### src/rtl/regfile_wb_queue_if.sv
// Writeback queue bus: request side, register-file write port side and
// hazard-lookup side of regfile_wb_queue bundled in one interface.
// master = writeback stage / decode / RF-facing environment, slave = queue.
interface regfile_wb_queue_if #(
   parameter int DEPTH = 4,
   parameter int AW    = 5,
   parameter int DW    = 16
);
   logic                       in_valid;
   logic                       in_ready;
   logic [AW-1:0]              in_dst;
   logic [DW-1:0]              in_data;
   logic                       flush;
   logic                       wr_grant;
   logic [AW-1:0]              W;
   logic [DW-1:0]              Data_in;
   logic                       W_en;
   logic [AW-1:0]              rd1_addr;
   logic [AW-1:0]              rd2_addr;
   logic                       busy1;
   logic                       busy2;
   logic [DW-1:0]              fwd1_data;
   logic [DW-1:0]              fwd2_data;
   logic [$clog2(DEPTH):0]     count;

   modport master (
      output in_valid, in_dst, in_data, flush, wr_grant, rd1_addr, rd2_addr,
      input  in_ready, W, Data_in, W_en, busy1, busy2, fwd1_data, fwd2_data, count
   );

   modport slave (
      input  in_valid, in_dst, in_data, flush, wr_grant, rd1_addr, rd2_addr,
      output in_ready, W, Data_in, W_en, busy1, busy2, fwd1_data, fwd2_data, count
   );
endinterface

### src/rtl/regfile_wb_queue.sv
// In-order writeback FIFO in front of the 32 x 16 register file write port.
// Drains one entry per granted cycle and reports pending writes per read
// address so decode can stall. Optional macro WBQ_FORWARD_EN adds the
// youngest-match forwarding path; without it fwd1_data/fwd2_data are 0.
module regfile_wb_queue #(
   parameter int DEPTH = 4,
   parameter int AW    = 5,
   parameter int DW    = 16
) (
   input  logic               clk,
   input  logic               rst,
   regfile_wb_queue_if.slave  bus
);
   localparam int PW = $clog2(DEPTH);
   localparam int CW = PW + 1;

   logic [AW-1:0]    dst_q  [DEPTH];
   logic [DW-1:0]    data_q [DEPTH];
   logic [PW-1:0]    wp_q, wp_d;
   logic [PW-1:0]    rp_q, rp_d;
   logic [CW-1:0]    cnt_q, cnt_d;
   logic             push, pop, ready, nonempty;
   logic [DEPTH-1:0] slot_vld;

   assign nonempty = (cnt_q != '0);
   // A full queue refuses even when the head is leaving this cycle.
   assign ready    = (cnt_q < CW'(DEPTH)) && !bus.flush;
   assign push     = bus.in_valid && ready;
   // Reset also suppresses the write so nothing reaches the RF while clearing.
   assign pop      = nonempty && bus.wr_grant && !bus.flush && !rst;

   assign bus.in_ready = ready;
   assign bus.W_en     = pop;
   assign bus.W        = nonempty ? dst_q[rp_q]  : '0;
   assign bus.Data_in  = nonempty ? data_q[rp_q] : '0;
   assign bus.count    = cnt_q;

   // Slot occupancy: a slot is live when its distance from the head is below count.
   always_comb begin
      logic [PW-1:0] off;
      off      = '0;
      slot_vld = '0;
      for (int i = 0; i < DEPTH; i++) begin
         off         = PW'(i) - rp_q;
         slot_vld[i] = ({1'b0, off} < cnt_q);
      end
   end

   // Pending-write lookup for both read ports; the head counts until it commits.
   always_comb begin
      bus.busy1 = 1'b0;
      bus.busy2 = 1'b0;
      for (int i = 0; i < DEPTH; i++) begin
         if (slot_vld[i] && (dst_q[i] == bus.rd1_addr)) bus.busy1 = 1'b1;
         if (slot_vld[i] && (dst_q[i] == bus.rd2_addr)) bus.busy2 = 1'b1;
      end
   end

`ifdef WBQ_FORWARD_EN
   // Walk head-to-tail so the youngest matching entry wins.
   always_comb begin
      logic [PW-1:0] idx;
      idx           = '0;
      bus.fwd1_data = '0;
      bus.fwd2_data = '0;
      for (int k = 0; k < DEPTH; k++) begin
         idx = rp_q + PW'(k);
         if ((CW'(k) < cnt_q) && (dst_q[idx] == bus.rd1_addr)) bus.fwd1_data = data_q[idx];
         if ((CW'(k) < cnt_q) && (dst_q[idx] == bus.rd2_addr)) bus.fwd2_data = data_q[idx];
      end
   end
`else
   assign bus.fwd1_data = '0;
   assign bus.fwd2_data = '0;
`endif

   // Pointer and occupancy next state; flush empties the queue.
   always_comb begin
      wp_d  = wp_q;
      rp_d  = rp_q;
      cnt_d = cnt_q;
      if (bus.flush) begin
         wp_d  = '0;
         rp_d  = '0;
         cnt_d = '0;
      end else begin
         if (push) wp_d = wp_q + PW'(1);
         if (pop)  rp_d = rp_q + PW'(1);
         case ({push, pop})
            2'b10:   cnt_d = cnt_q + CW'(1);
            2'b01:   cnt_d = cnt_q - CW'(1);
            default: cnt_d = cnt_q;
         endcase
      end
   end

   // Control state register; reset wins over flush and every other input.
   always_ff @(posedge clk) begin
      if (rst) begin
         wp_q  <= '0;
         rp_q  <= '0;
         cnt_q <= '0;
      end else begin
         wp_q  <= wp_d;
         rp_q  <= rp_d;
         cnt_q <= cnt_d;
      end
   end

   // Entry storage; contents need no reset since occupancy gates every use.
   always_ff @(posedge clk) begin
      if (push) begin
         dst_q[wp_q]  <= bus.in_dst;
         data_q[wp_q] <= bus.in_data;
      end
   end
endmodule

### src/flat_wrapper.sv
// flat-port wrapper written by rule: the top's interface ports become plain ports
module regfile_wb_queue_flat 
#(
   parameter int DEPTH = 4,
   parameter int AW    = 5,
   parameter int DW    = 16
)
  (clk, rst, bus_in_valid, bus_in_dst, bus_in_data, bus_flush, bus_wr_grant, bus_rd1_addr, bus_rd2_addr, bus_in_ready, bus_W, bus_Data_in, bus_W_en, bus_busy1, bus_busy2, bus_fwd1_data, bus_fwd2_data, bus_count);
  regfile_wb_queue_if #(.DEPTH(DEPTH), .AW(AW), .DW(DW)) bus_i ();
  input  logic clk;
  input  logic rst;
  input wire logic [$bits(bus_i.in_valid)-1:0] bus_in_valid;
  input wire logic [$bits(bus_i.in_dst)-1:0] bus_in_dst;
  input wire logic [$bits(bus_i.in_data)-1:0] bus_in_data;
  input wire logic [$bits(bus_i.flush)-1:0] bus_flush;
  input wire logic [$bits(bus_i.wr_grant)-1:0] bus_wr_grant;
  input wire logic [$bits(bus_i.rd1_addr)-1:0] bus_rd1_addr;
  input wire logic [$bits(bus_i.rd2_addr)-1:0] bus_rd2_addr;
  output wire logic [$bits(bus_i.in_ready)-1:0] bus_in_ready;
  output wire logic [$bits(bus_i.W)-1:0] bus_W;
  output wire logic [$bits(bus_i.Data_in)-1:0] bus_Data_in;
  output wire logic [$bits(bus_i.W_en)-1:0] bus_W_en;
  output wire logic [$bits(bus_i.busy1)-1:0] bus_busy1;
  output wire logic [$bits(bus_i.busy2)-1:0] bus_busy2;
  output wire logic [$bits(bus_i.fwd1_data)-1:0] bus_fwd1_data;
  output wire logic [$bits(bus_i.fwd2_data)-1:0] bus_fwd2_data;
  output wire logic [$bits(bus_i.count)-1:0] bus_count;
  assign bus_i.in_valid = bus_in_valid;
  assign bus_i.in_dst = bus_in_dst;
  assign bus_i.in_data = bus_in_data;
  assign bus_i.flush = bus_flush;
  assign bus_i.wr_grant = bus_wr_grant;
  assign bus_i.rd1_addr = bus_rd1_addr;
  assign bus_i.rd2_addr = bus_rd2_addr;
  assign bus_in_ready = bus_i.in_ready;
  assign bus_W = bus_i.W;
  assign bus_Data_in = bus_i.Data_in;
  assign bus_W_en = bus_i.W_en;
  assign bus_busy1 = bus_i.busy1;
  assign bus_busy2 = bus_i.busy2;
  assign bus_fwd1_data = bus_i.fwd1_data;
  assign bus_fwd2_data = bus_i.fwd2_data;
  assign bus_count = bus_i.count;
  regfile_wb_queue #(.DEPTH(DEPTH), .AW(AW), .DW(DW)) u_core (.clk(clk), .rst(rst), .bus(bus_i));
endmodule
### config.mk
export PLATFORM = sky130hd
export DESIGN_NAME = regfile_wb_queue_flat
export DESIGN_NICKNAME = d
export VERILOG_FILES = /design/src/rtl/regfile_wb_queue_if.sv /design/src/rtl/regfile_wb_queue.sv /design/src/flat_wrapper.sv
export SDC_FILE = /design/constraint.sdc
export NUM_CORES = 1
export LEC_CHECK = 0
export CAP_MARGIN = 5
export CORE_MARGIN = 1.5
export CORE_UTILIZATION = 50
export CTS_BUF_LIST = sky130_fd_sc_hd__clkbuf_16
export DETAILED_ROUTE_END_ITERATION = 8
export PLACE_DENSITY_LB_ADDON = 0.2
export SYNTH_ARGS = -nofsm -noshare
export SYNTH_HDL_FRONTEND = slang
export SYNTH_SLANG_ARGS = --single-unit
### constraint.sdc
create_clock -name clk -period 4 [get_ports clk]
set_input_delay 0.8 -clock clk [delete_from_list [all_inputs] [get_ports clk]]
set_output_delay 0.8 -clock clk [all_outputs]
set_load 0.05 [all_outputs]
## After elaboration in Yosys (flattened, before gate mapping)

Memory sizes are Yosys's and may differ from the RTL's. A register that Yosys moved wholly into a read port is not among the register bits.
Index checks and enable logic that the tools add are counted.

- Add/subtract/negate cells: 8
- Order comparisons: 5
- Eq/ne operators: 10
- Muxes and demuxes: 17
- Reduce and logical (&&, ||, !) cells: 18

Operator list:

| cell | number |
|---|---|
| 5-bit == test | 8 |
| 16-bit two-way mux | 1 |
| 1-bit logical AND | 13 |
| 2-bit by 3-bit less-than comparator with 1-bit output | 4 |
| 1-bit two-way mux | 10 |
| 2-bit two-way mux | 4 |
| 3-bit case mux with 2 select lines | 1 |
| 5-bit two-way mux | 1 |
| 2-bit by 1-bit adder with 2-bit output (second input constant) | 2 |
| 1-bit by 2-bit subtractor with 2-bit output (first input constant) | 2 |
| 2-bit subtractor (first input constant) | 2 |
| 3-bit by 1-bit adder with 3-bit output (second input constant) | 1 |
| 3-bit less-than comparator (second input constant) | 1 |
| 3-bit nonzero test | 1 |
| 3-bit by 1-bit subtractor with 3-bit output (second input constant) | 1 |
| 2-bit by 1-bit == test with 1-bit output (second input constant) | 1 |
| 2-bit == test (second input constant) | 1 |
| 1-bit zero test | 2 |
| 2-bit nonzero test | 1 |
| 2-bit OR reduction | 1 |

- Flip-flop bits (word level): 7
- Memory bits (writable): 84
- Bits of input ports: 36
- Output and inout port bits: 60
- Word-level logic and storage cells: 63
- Memories: 2

Memories:

| name | depth | width | rd ports | clocked after Yosys merged registers in | write ports | RTL line | RTL |
|---|---|---|---|---|---|---|---|
| u_core.data_q | 4 | 16 | 1 | 1 | 1 | regfile_wb_queue.sv:18 | `logic [DW-1:0] data_q [DEPTH];` |
| u_core.dst_q | 4 | 5 | 5 | 1 | 1 | regfile_wb_queue.sv:17 | `logic [AW-1:0] dst_q [DEPTH];` |

## Longest topological paths before layout

- Depth after elaboration: 7
- Depth in mapped cells: 10
- Depth with buffers taken out: 9

## Worst setup path after synthesis

OpenSTA, ideal clock, no wires.

- Path type: input-to-reg
- Start point: input port bus_flush
- End point: register u_core.cnt_q[2] (netlist: u_core.bus.count[2])
- Setup time: 70 ps
- Arrival time: 3,249 ps
- Required time: 3,930 ps
- Slack: 681 ps
- Stages on the path: 9
- Path buffers: 1
- Path through: or2_2 clkbuf_1 nor2_1 ha_1 inv_1 fa_1 xor2_1 or3_1 a21oi_1

- Cells in the longest elaborated chain, start to end: 5
- Elaborated cells between the ends (all ways): 10
- Those cells by class: 2 x eq/ne; 1 x mux; 7 x reduce/logical

Ends and longest elaborated chain:

| item | RTL line | RTL |
|---|---|---|
| from (decl) | flat_wrapper.sv:15 | `input wire logic [$bits(bus_i.flush)-1:0] bus_flush;` |
| 1-bit zero test (*) | regfile_wb_queue.sv:30 | `assign pop = nonempty && bus.wr_grant && !bus.flush && !rst;` |
| 1-bit logical AND (*) (2 in series) | regfile_wb_queue.sv:30 |  |
| net bus_W_en | flat_wrapper.sv:22 | `output wire logic [$bits(bus_i.W_en)-1:0] bus_W_en;` |
| 2-bit by 1-bit == test with 1-bit output or 2-bit == test (tied branches) | regfile_wb_queue.sv:89 | `case ({push, pop})` |
| 3-bit case mux with 2 select lines or 2-bit nonzero test (tied branches) | -- |  |
| to (signal assigned) | regfile_wb_queue.sv:106 | `cnt_q <= cnt_d;` |
| to (decl) | regfile_wb_queue.sv:21 | `logic [CW-1:0] cnt_q, cnt_d;` |

Mark *: on every way through the listed nets, which the timed path passes. The rest lies on a longest branch.
A chain may end at the register's enable or synchronous reset.

## Final worst setup path

- Start point: input port bus_rd1_addr[2]
- End point: output port bus_busy1

- Cells in the longest elaborated chain, start to end: 6
- Elaborated cells between the ends (all ways): 12
- Those cells by class: 4 x eq/ne; 4 x mux; 4 x reduce/logical

Ends and longest elaborated chain:

| item | RTL line | RTL |
|---|---|---|
| from (decl) | flat_wrapper.sv:17 | `input wire logic [$bits(bus_i.rd1_addr)-1:0] bus_rd1_addr;` |
| 5-bit == test | regfile_wb_queue.sv:54 | `if (slot_vld[i] && (dst_q[i] == bus.rd1_addr)) bus.busy1 = 1'b1;` |
| 1-bit logical AND | regfile_wb_queue.sv:54 |  |
| 1-bit two-way mux (3 in series) | regfile_wb_queue.sv:54 |  |
| 1-bit two-way mux (*) | regfile_wb_queue.sv:54 |  |
| to (decl) | flat_wrapper.sv:23 | `output wire logic [$bits(bus_i.busy1)-1:0] bus_busy1;` |

Every way passes the cells marked *; elsewhere a longest branch is shown, timed or not.

==> summary by stage <==
Synth
For this run, the number of Yosys warnings is 0. Of the total synthesized cell area, the portion taken by full adders, half adders and majority gates is 0.0295. After synthesis the netlist holds a flip-flop and latch count of between 90 and 100. Each instance of the synthesized netlist takes up on average roughly 15 um^2. Of all flip-flops after synthesis, the portion carrying an async set or reset was 0. The largest family of logic cells by synthesized area is multiplexers. For this run, the leading register cell type out of synthesis is sky130_fd_sc_hd__edfxtp_1. The compound-gate portion of the synthesized area came to 0.0123. Counting flops with a built-in enable in the synthesized netlist gives 84. The most instantiated library cell after synthesis is sky130_fd_sc_hd__edfxtp_1.

The netlist area before placement is 4490 um^2. Of the post-synthesis cell area, the part taken by muxes is 0.106. The number of instances in the synthesized netlist is just under 300.

The post-synthesis xor/xnor area fraction is 0.0897. Yosys attributes the largest share of cell area to sky130_fd_sc_hd__edfxtp_1 (56%), sky130_fd_sc_hd__mux4_2 (10%), sky130_fd_sc_hd__buf_4 (5.3%). The share of synthesized area in the top cell type comes to 0.562. The simple logic cell fraction of the synthesized area is 0.0841. The number of distinct standard cells referenced by the synthesized netlist is 30. Sorting the synthesized cells by how often they occur yields sky130_fd_sc_hd__edfxtp_1 (84), sky130_fd_sc_hd__buf_4 (32), sky130_fd_sc_hd__xor2_1 (27). The synthesized design spends more area on one cell type than any other, namely sky130_fd_sc_hd__edfxtp_1.

For this run, the register share of the synthesized area comes to 0.602.

Global route
The global-route usage over all layers is 0.176. The initial antenna violation count is 0. The total overflow left after global routing is 0.

The first global-routing pass estimated around 13000 um of wire. The maximum number of pins on one net before global-route repair is 22. The via count of the first global-routing pass is ~2.5k.

Clocking
The number of gates resized after CTS was 0. In this run the post-CTS setup repair buffer count came out at 0. TritonCTS built the clock tree. The clock drives 93 sinks. The number of hold buffers added after CTS was 0.

The tree is rooted in a sky130_fd_sc_hd__clkbuf_16. No sink is reached through more buffers than the 2 on the longest clock path. The number of clock buffers added by TritonCTS is 9. The clock transition at the register clock pins on the worst setup and hold paths after CTS is around 0.06 ns. The H-tree was split into 3 levels. The clock insertion delay at the later pin of the skew report is between 0.3 and 0.4 ns.

Power
In this run the power density over the cells is ~400 nW/um^2. Of the total power, registers draw 0.507. In this run the power spent charging and discharging nets is approximately 0.5 mW. The static leakage is about 1.8 nW. Cell internal power was estimated by the tool at 1.63 mW. The switching share of power is 0.234.

The worst vdd rail ir drop is about 0.37 mV. The share of total power dissipated in combinational logic is 0.107. The clock power share is 0.386.

Timing
The total negative slack for setup checks is 0 ns. In this run the tightest slew margin relative to its limit is 0.571. The transition time of the tightest slew-check pin is 0.644 ns. Setup violations remaining at the end of the flow were counted as 0. After layout, the minimum clock period comes to 3.60 ns. The worst-case clock skew is slightly below 0.004 ns. The total count of hold-check failures in the final report is 0. The final max-slew violation count was 0.

Setup repair after global routing left no endpoint under its margin. Derived from the worst setup path, the maximum achievable clock frequency is ~0.28 GHz. The fraction of the cycle the final worst path needs is 0.899.

Job
The count of max-cap constraint violations is 0.

Place
The global placer's final weighted congestion is approximately 0.88. The total placed instance area is 5130 um^2. The sum of net half-perimeters after detailed placement is approximately 5600 um. The number of buffers added on ports is 63.

Floorplanning
In this run the standard cell core region covers 8720 um^2. From bottom edge to top edge, the die measures 97.8 um. The die is around 98 um wide. The die covers roughly 9600 um^2. The number of top-level pins is 96. The number of placement rows is 34. For this configuration, the core starts out at a cell density of 0.515.

Drt
The DRC violation count after routing is 0. The total number of vias is roughly 2.5k. The per-cell via count in the routed design is 5.13. The violation count after the first detailed-routing iteration is approximately 190. The remaining antenna violation count after routing is 0. Dividing the detail-routed wire length by the instance count gives ~17 um. For this block, the routed nets add up to just over 8000 um of wire. The number of detailed-route iterations in the first pass is 4.

Status
The run finished with clean final reports.

Critical path
The critical path endpoint category is an output port. STA classifies the critical path startpoint as an input pin. The largest driver fanout on the critical path is 4. For the worst setup path, the data required time is approximately 3.2 ns.

For the worst setup path, the data arrival time is 2.80 ns. By startpoint and endpoint, the worst setup path is classified as in2out. The path depth of the worst reg2reg path is 9.

Cells and area
In the final layout, the share of cells above drive strength 1 is 0.121. The area of all placed cells without fillers is approximately 5400 um^2. The number of nets in the final layout is roughly 400. The number of diodes is 0. The number of fillers in the final layout is 697. Compared with the post-synthesis result, the final layout area differs by 20.6%.

Hold path
The path class of the tightest hold or removal check is reg2reg. The number of cells on the worst hold path is 2.
-- final timing paths --
path / from / end / slack [ns]
setup / recovery: bus_rd1_addr[2] / bus_busy1 / 0.40
hold / removal: u_core.bus.count[1]$_SDFFE_PP0P_ / u_core.bus.count[1]$_SDFFE_PP0P_ / 0.59
setup reg to reg: u_core.bus.count[2]$_SDFFE_PP0P_ / u_core.bus.count[2]$_SDFFE_PP0P_ / 1.62
hold reg to reg: u_core.bus.count[1]$_SDFFE_PP0P_ / u_core.bus.count[1]$_SDFFE_PP0P_ / 0.59
-- power groups by stage --
stage / clock network (mW) / logic, mW / registers, mW
floorplan: 0 / 0.174 / 1.10
CTS: 0.837 / 0.230 / 1.08
finish: 0.822 / 0.229 / 1.08
detailed placement: 0 / 0.230 / 1.10
global route: 0.870 / 0.242 / 1.08
global placement: 0 / 0.228 / 1.10
-- state kept, by name, summed over array words and instances (netlist names), named ones only --
name and flops:
u_core.data_q 64, u_core.dst_q 20, u_core.rp_q 2, u_core.wp_q 2
u_core.bus.count 3
-- kinds of logic after synthesis --
logic type | after synthesis
flip-flops | 93
AND/OR/NAND/NOR | 63
buffers and inverters | 52
XOR/XNOR | 46
multiplexers | 21
adder cells (fa/ha/maj) | 10
AO/OA/AOI/OAI | 10
other | 1
-- layout make-up --
cell class	instances	area (um^2)	area share
Clock buffer	9	225	0.0416
Multi-Input combinational cell	182	1570	0.289
Tap cell	108	135	0.0249
Sequential cell	93	2700	0.499
Inverter	9	33.8	0.00623
Clock inverter	7	66.3	0.0122
Timing Repair Buffer	71	691	0.127
-- critical path, cell delays in order --
cell	delay, ns
sky130_fd_sc_hd__clkdlybuf4s50_1	0.51
sky130_fd_sc_hd__xor2_1	0.18
sky130_fd_sc_hd__nor3_1	0.25
sky130_fd_sc_hd__nand4_1	0.12
sky130_fd_sc_hd__nand4_1	0.12
sky130_fd_sc_hd__clkdlybuf4s50_1	0.80
-- cell usage in the layout, fill, tap and decap left out, drive strengths merged, types with 2 or more instances in the layout --
master	Yosys	routed
a21oi	4	4
a31oi	2	2
and2	4	4
and2b	3	3
buf	37	8
clkbuf	6	9
clkdlybuf4s50	0	63
clkinv	0	2
clkinvlp	0	2
conb	1	32
dfxtp	9	9
edfxtp	84	84
ha	9	9
inv	9	11
mux4	21	21
nand2b	2	2
nand4	10	10
nor2	11	11
nor2b	20	20
nor3	9	9
o21ai	3	3
xnor2	19	19
xor2	27	27
-- metal layers --
metal  vias up  share of wire  GRT usage
met4         0          0.018     0.0846
met3        13          0.046     0.0329
li1       1152              -          -
met5         -              0          0
met2        83           0.51      0.300
met1      1211           0.42      0.219
-- through the flow --
stage | utilization | total power [mW] | std cells | hold WS, ns | setup slack, ns
after global placement | 0.588 | 1.33 | 463 | 0.563 | 0.407
after CTS | 0.621 | 2.15 | 479 | 0.590 | 0.403
after floorplan | - | 1.28 | 327 | 0.538 | 0.681
final | 0.621 | 2.13 | 479 | 0.590 | 0.403
after global routing | 0.621 | 2.19 | 479 | 0.614 | 0.290
after detailed placement | 0.588 | 1.33 | 463 | 0.579 | 0.406
(Power assumes the default switching activity.)
